**src/rtl/vector_dot_unit.sv**
```systemverilog
// rtl/vector_dot_unit.sv - sequential signed dot-product engine writing a saturated scalar back to vector_regs
//
// Reads two vector registers from vector_regs one after the other, multiply-
// accumulates their signed elements one element per cycle, then arithmetically
// shifts and saturates the sum to ELEM_W bits. The result is written into a
// single element of vector_regs. Command latency is 19 cycles from the start
// edge to the write commit.
//
// Optional build macro: VECTOR_DOT_RELU_EN
//   defined   - a negative saturated result is written as zero (ReLU).
//   undefined - the signed saturated result is written unchanged.
//
// Ports:
//   clk, rst_n       clock (rising edge), asynchronous active-low reset
//   start            command strobe, sampled only while idle
//   src_a, src_b     operand register indices
//   dst              destination {register[5:4], element[3:0]}
//   shift            arithmetic right shift applied before saturation
//   busy             high while a command is in flight
//   done             one-cycle pulse coincident with the result write
//   read_addr        vector_regs read port address (holds its last value)
//   read_data        vector_regs read port data (combinational on read_addr)
//   we, write_addr,
//   write_data       vector_regs element write port
module vector_dot_unit #(
  parameter int ELEM_W = 16,
  parameter int N_ELEM = 16,
  parameter int ACC_W  = 36
) (
  input  logic                     clk,
  input  logic                     rst_n,
  input  logic                     start,
  input  logic [1:0]               src_a,
  input  logic [1:0]               src_b,
  input  logic [5:0]               dst,
  input  logic [4:0]               shift,
  output logic                     busy,
  output logic                     done,
  output logic [1:0]               read_addr,
  input  logic [N_ELEM*ELEM_W-1:0] read_data,
  output logic                     we,
  output logic [5:0]               write_addr,
  output logic [ELEM_W-1:0]        write_data
);

  localparam int IDX_W  = $clog2(N_ELEM);
  localparam int PROD_W = 2 * ELEM_W;

  // Saturation bounds expressed at accumulator width so the compare is a
  // plain signed compare against the shifted sum.
  localparam logic signed [ACC_W-1:0] SAT_MAX =
    {{(ACC_W-ELEM_W+1){1'b0}}, {(ELEM_W-1){1'b1}}};
  localparam logic signed [ACC_W-1:0] SAT_MIN =
    {{(ACC_W-ELEM_W+1){1'b1}}, {(ELEM_W-1){1'b0}}};

  typedef enum logic [2:0] {
    S_IDLE,
    S_LOAD_A,
    S_LOAD_B,
    S_MAC,
    S_WRITE
  } state_t;

  state_t state, state_next;

  logic [1:0]                src_b_q;
  logic [5:0]                dst_q;
  logic [4:0]                shift_q;
  logic [N_ELEM*ELEM_W-1:0]  op_a;
  logic [N_ELEM*ELEM_W-1:0]  op_b;
  logic signed [ACC_W-1:0]   acc;
  logic [IDX_W-1:0]          idx;

  logic signed [ELEM_W-1:0]  elem_a;
  logic signed [ELEM_W-1:0]  elem_b;
  logic signed [PROD_W-1:0]  prod;
  logic signed [ACC_W-1:0]   prod_ext;
  logic signed [ACC_W-1:0]   shifted;
  logic [ELEM_W-1:0]         sat_val;
  logic [ELEM_W-1:0]         result;
  logic                      last_idx;

  assign last_idx = (idx == IDX_W'(N_ELEM - 1));

  // ---------------------------------------------------------------------
  // FSM state register
  // ---------------------------------------------------------------------
  always_ff @(posedge clk or negedge rst_n) begin
    if (!rst_n) begin
      state <= S_IDLE;
    end else begin
      state <= state_next;
    end
  end

  // ---------------------------------------------------------------------
  // FSM next state and control outputs
  // ---------------------------------------------------------------------
  always_comb begin
    state_next = state;
    busy       = 1'b1;
    we         = 1'b0;
    done       = 1'b0;
    case (state)
      S_IDLE: begin
        busy = 1'b0;
        if (start) begin
          state_next = S_LOAD_A;
        end
      end
      S_LOAD_A: state_next = S_LOAD_B;
      S_LOAD_B: state_next = S_MAC;
      S_MAC: begin
        if (last_idx) begin
          state_next = S_WRITE;
        end
      end
      S_WRITE: begin
        we         = 1'b1;
        done       = 1'b1;
        state_next = S_IDLE;
      end
      default: begin
        busy       = 1'b0;
        state_next = S_IDLE;
      end
    endcase
  end

  // ---------------------------------------------------------------------
  // Element select and multiply
  // ---------------------------------------------------------------------
  always_comb begin
    elem_a   = op_a[ELEM_W*int'(idx) +: ELEM_W];
    elem_b   = op_b[ELEM_W*int'(idx) +: ELEM_W];
    prod     = elem_a * elem_b;
    prod_ext = {{(ACC_W-PROD_W){prod[PROD_W-1]}}, prod};
  end

  // ---------------------------------------------------------------------
  // Datapath registers
  // ---------------------------------------------------------------------
  always_ff @(posedge clk or negedge rst_n) begin
    if (!rst_n) begin
      src_b_q   <= '0;
      dst_q     <= '0;
      shift_q   <= '0;
      read_addr <= '0;
      op_a      <= '0;
      op_b      <= '0;
      acc       <= '0;
      idx       <= '0;
    end else begin
      case (state)
        S_IDLE: begin
          if (start) begin
            // read_addr is registered so it already shows src_a during LOAD_A
            src_b_q   <= src_b;
            dst_q     <= dst;
            shift_q   <= shift;
            read_addr <= src_a;
          end
        end
        S_LOAD_A: begin
          op_a      <= read_data;
          read_addr <= src_b_q;
        end
        S_LOAD_B: begin
          op_b <= read_data;
          acc  <= '0;
          idx  <= '0;
        end
        S_MAC: begin
          acc <= acc + prod_ext;
          idx <= idx + 1'b1;
        end
        default: ;
      endcase
    end
  end

  // ---------------------------------------------------------------------
  // Shift, saturate and optional activation
  // ---------------------------------------------------------------------
  always_comb begin
    // The shift field can in principle exceed the accumulator width; in that
    // case only the sign survives.
    if (32'(shift_q) >= ACC_W) begin
      shifted = {ACC_W{acc[ACC_W-1]}};
    end else begin
      shifted = acc >>> shift_q;
    end

    if (shifted > SAT_MAX) begin
      sat_val = SAT_MAX[ELEM_W-1:0];
    end else if (shifted < SAT_MIN) begin
      sat_val = SAT_MIN[ELEM_W-1:0];
    end else begin
      sat_val = shifted[ELEM_W-1:0];
    end

`ifdef VECTOR_DOT_RELU_EN
    result = sat_val[ELEM_W-1] ? '0 : sat_val;
`else
    result = sat_val;
`endif
  end

  assign write_addr = dst_q;
  assign write_data = (state == S_WRITE) ? result : '0;

endmodule

```
**config.mk**
```make
export PLATFORM = sky130hd
export DESIGN_NAME = vector_dot_unit
export DESIGN_NICKNAME = d
export VERILOG_FILES = /design/src/rtl/vector_dot_unit.sv
export SDC_FILE = /design/constraint.sdc
export NUM_CORES = 2
export LEC_CHECK = 0
export CELL_PAD_IN_SITES_DETAIL_PLACEMENT = 1
export CELL_PAD_IN_SITES_GLOBAL_PLACEMENT = 1
export CORE_MARGIN = 8
export CORE_UTILIZATION = 40
export CTS_BUF_LIST = sky130_fd_sc_hd__clkbuf_8 sky130_fd_sc_hd__clkbuf_16
export CTS_CLUSTER_SIZE = 16
export DETAILED_ROUTE_END_ITERATION = 12
export PLACE_DENSITY = 0.78
export SLEW_MARGIN = 20
export SYNTH_ARGS = -nofsm -noshare
export SYNTH_HDL_FRONTEND = slang
export SYNTH_SLANG_ARGS = --single-unit
```
**constraint.sdc**
```tcl
create_clock -name clk -period 16.15 [get_ports clk]
set_input_delay 2.4225 -clock clk [delete_from_list [all_inputs] [get_ports clk]]
set_output_delay 2.4225 -clock clk [all_outputs]
set_load 0.005 [all_outputs]
```
==> metrics.md <==
| Metric | Value |
|---|---|
| DRC viols | 0 |
| Fmax | 0.104 GHz |
| Die Wd | 328 um |
| Cts-stage hold buffer count | 0 |
| Die Y-Extent | 328 um |
| H-tree levels | 2 |
| Synth unique cells | 71 |
| Port Buffers | 300 |
| Syn nets | 3854 |
| Routed len/inst | 25.0 um |
| Worst Clk Skew | 0.0528 ns |
| CTS root buf | clkbuf_16 |
| Nets | 4092 |
| Fillers | 9945 |
| Pin count of the biggest net entering global routing | 189 |
| Die area | 0.108 mm^2 |
| Max-cap viol count | 0 |
| Status | complete, no violations |
| Initial antenna violation count | 34 |
| Final Critical Period | 9.61 ns |
| Std-Cell Rows | 114 |
| Clock sinks | 570 |
| Relative slew margins | 25.6% |
| Post-synthesis mux area share | 27.7% |
| Seq/Total Area, Yosys | 36.6% |
| Clock transition at path regs | 0.06 ns |
| Clock Latency Late Sink | 0.65 ns |
| Crit Path Class | reg2reg |
| Compound-Gate Fraction of Synth Area | 3.88% |
| Setup TNS | 0 ns |
| Crit path buf inv count | 5 |
| RSZ-0062 raised after global routing | false |
| Worst Setup Start Kind | flip-flop |
| Clock buffer depth | 3 |
| Main combinational cell family by area after synthesis | multiplexers |
| 1st-pass router iterations | 5 |
| Wirelength, routed | 119 mm |
| Fin. Hold Viols | 0 |
| Max Fanout on Critical Path | 91 |
| Final RePlAce weighted congestion | 0.885 |
| Core Box Area | 0.0966 mm^2 |
| Cell area after synthesis | 0.0390 mm^2 |
| Crit share post-route | 59.5% |
| Yosys top cell area share | 36.6% |
| Resized Gates After CTS | 0 |
| Synth async-reset ratio | 100% |
| Vias in the first global route | 29730 |
| First-pass GRT wire length | 184 mm |
| CP Cell Sequence | buf_12 -> mux4_2 -> mux2_2 -> o21ai_1 -> nor2_1 -> fa_1 -> fa_1 -> inv_1 -> fa_1 -> inv_1 -> fa_1 -> fa_1 -> inv_1 -> fa_1 -> inv_1 -> ha_1 -> nand3_1 -> nor2_1 -> nand3_1 -> o21ai_0 -> a21oi_1 -> or4_1 -> nand3_1 |
| Worst Setup End Kind | flip-flop |
| Delay-heaviest family, CP | adder cells |
| Area leader, netlist | dfrtp_1 |
| Post-synth EDFFs | 0 |
| Post-Synth Adder-Cell Area | 19.6% |
| CTS tree | yes |
| Min-delay worst type | reg2reg |
| CP max-delay cell | dfrtp_4 |
| Dominant synthesized flop cell | dfrtp_1 |
| Yosys warning count | 0 |
| Mean Syn Cell Area | 12.3 um^2 |
| Tot GR Track Use | 21.9% |
| Initial Util | 40.3% |
| Main area contributors after synthesis | dfrtp_1, mux2_2, fa_1 |
| Worst-margin pin slew | 1.11 ns |
| Critical Path RT | 16.69 ns |
| Vias | 26160 |
| GRT overflow | 0 |
| Via density per instance | 5.51 |
| Slew Viols, Final | 0 |
| Post-Syn Instances | 3158 |
| Critical path arrival | 10.15 ns |
| Synthesized flop and latch total | 570 |
| CP dominant cell by count | fa_1 |
| Setup violators final | 0 |
| DP HPWL | 88.9 mm |
| Boundary Pins | 301 |
| DRT iter0 DRCs | 1571 |
| XOR/XNOR Fraction of Synth Area | 0.742% |
| Layout cells sized above 1 | 26.3% |
| Footprint of the multi-input gates | 0.0225 mm^2 |
| Max stage delay on crit path | 1.03 ns |
| Post-CTS setup buffer count | 0 |
| Layout area overhead | 16.8% |
| Simple-gate share of the synthesized area | 5.65% |
| Storage cell area | 0.0143 mm^2 |
| Routed Antenna Nets | 0 |
| CTS buffer count | 60 |
[synthesized netlist by cell type, types with 3 or more instances]
| library cell | instances |
|---|---|
| or2_2 | 3 |
| a22oi_1 | 4 |
| ha_1 | 108 |
| o21ai_1 | 19 |
| nand2_1 | 200 |
| buf_6 | 6 |
| mux2_2 | 564 |
| o21ai_2 | 9 |
| or3_1 | 8 |
| nor2b_1 | 11 |
| o21a_1 | 15 |
| nor2_1 | 214 |
| a21oi_1 | 54 |
| xor2_1 | 9 |
| mux4_2 | 161 |
| buf_2 | 22 |
| and3_1 | 3 |
| fa_1 | 314 |
| nor4_1 | 4 |
| clkbuf_1 | 124 |
| nor3_1 | 17 |
| a21o_1 | 11 |
| a22o_1 | 3 |
| xnor2_1 | 24 |
| o22ai_1 | 3 |
| mux4_1 | 3 |
| o21bai_1 | 6 |
| a211oi_1 | 12 |
| nand4_1 | 10 |
| a221o_1 | 3 |
| nand3_1 | 21 |
| buf_1 | 12 |
| o21ai_0 | 59 |
| and2_1 | 6 |
| mux2i_1 | 71 |
| inv_1 | 403 |
| o31ai_1 | 6 |
| a311oi_1 | 6 |
| dfrtp_1 | 570 |
| o211ai_1 | 5 |
| nand2b_1 | 16 |
[layer usage]
metal | part of all wire (%) | up-vias | wire, um | global-route usage [%]
met5 | 0.086 | - | 102 | 0
met2 | 49 | 700 | 58600 | 36.9
met1 | 41 | 14010 | 48900 | 28.0
met4 | 4.2 | 14 | 5040 | 8.84
met3 | 5.3 | 206 | 6260 | 4.00
li1 | - | 11230 | - | -
[worst paths after layout]
check,startpoint,end,slack (ns),cells after the start
hold reg to reg,src_b_q[1]$_DFFE_PN0P_,read_addr[1]$_DFFE_PN0P_,0.50,2
hold / removal,src_b_q[1]$_DFFE_PN0P_,read_addr[1]$_DFFE_PN0P_,0.50,2
min in group asynchronous,rst_n,op_b[121]$_DFFE_PN0P_,1.80,1
setup / recovery,idx[0]$_DFFE_PN0N_,acc[30]$_DFFE_PN0N_,6.54,23
max in group asynchronous,rst_n,shift_q[1]$_DFFE_PN0P_,11.90,3
setup reg to reg,idx[0]$_DFFE_PN0N_,acc[30]$_DFFE_PN0N_,6.54,23
[placed cells by master (no fill, tap or decap), drive strengths merged, types with 12 or more instances in the layout]
cell type	instances
a211oi	12
a21oi	55
buf	44
clkbuf	75
clkdlybuf4s50	299
clkinv	14
dfrtp	570
diode	27
fa	314
ha	108
inv	413
mux2	567
mux2i	71
mux4	164
nand2	200
nand2b	16
nand3	21
nor2	214
nor3	17
o21a	15
o21ai	87
xnor2	24
[registers in the layout, summed over array words and instances, names as in the netlist]
register / flops
write_addr: 6
acc: 36
op_b: 256
state: 3
src_b_q: 2
idx: 4
read_addr: 2
op_a: 256
shift_q: 5
[worst min-delay path, stage by stage (launching register included)]
cell and delay [ns]:
dfrtp_1 0.35, nand2_1 0.05, o21ai_0 0.06
[final cells by class]
cell class | instances | share of cell area [%]
inverters | 406 | 3.35
multi-input cells | 2015 | 49.4
clock inverters | 36 | 0.970
clock buffers | 75 | 3.75
diodes | 27 | 0.148
well taps | 1276 | 3.51
flip-flops and latches | 570 | 31.4
repair buffers | 343 | 7.52
[through the flow]
stage	hold WS [ns]	worst slack [ns]	utilization (%)	std cells	area, um^2
4_1_cts	0.505	6.35	47.0	4719	45400
6_report	0.501	6.54	47.1	4748	45500
5_1_grt	0.514	6.09	47.1	4740	45500
3_5_place_dp	0.488	6.42	44.8	4608	43200
2_1_floorplan	0.446	8.16	-	3158	39000
3_3_place_gp	0.457	6.66	44.8	4608	43200
[logic make-up after synthesis]
logic type	count (synthesis)
AO/OA/AOI/OAI	236
XOR/XNOR	33
adder cells (fa/ha/maj)	422
buffers and inverters	573
flip-flops	570
multiplexers	802
AND/OR/NAND/NOR	522
Power is not shown: default switching activity piles up to over one toggle a cycle in this logic, so the estimate is an artifact.
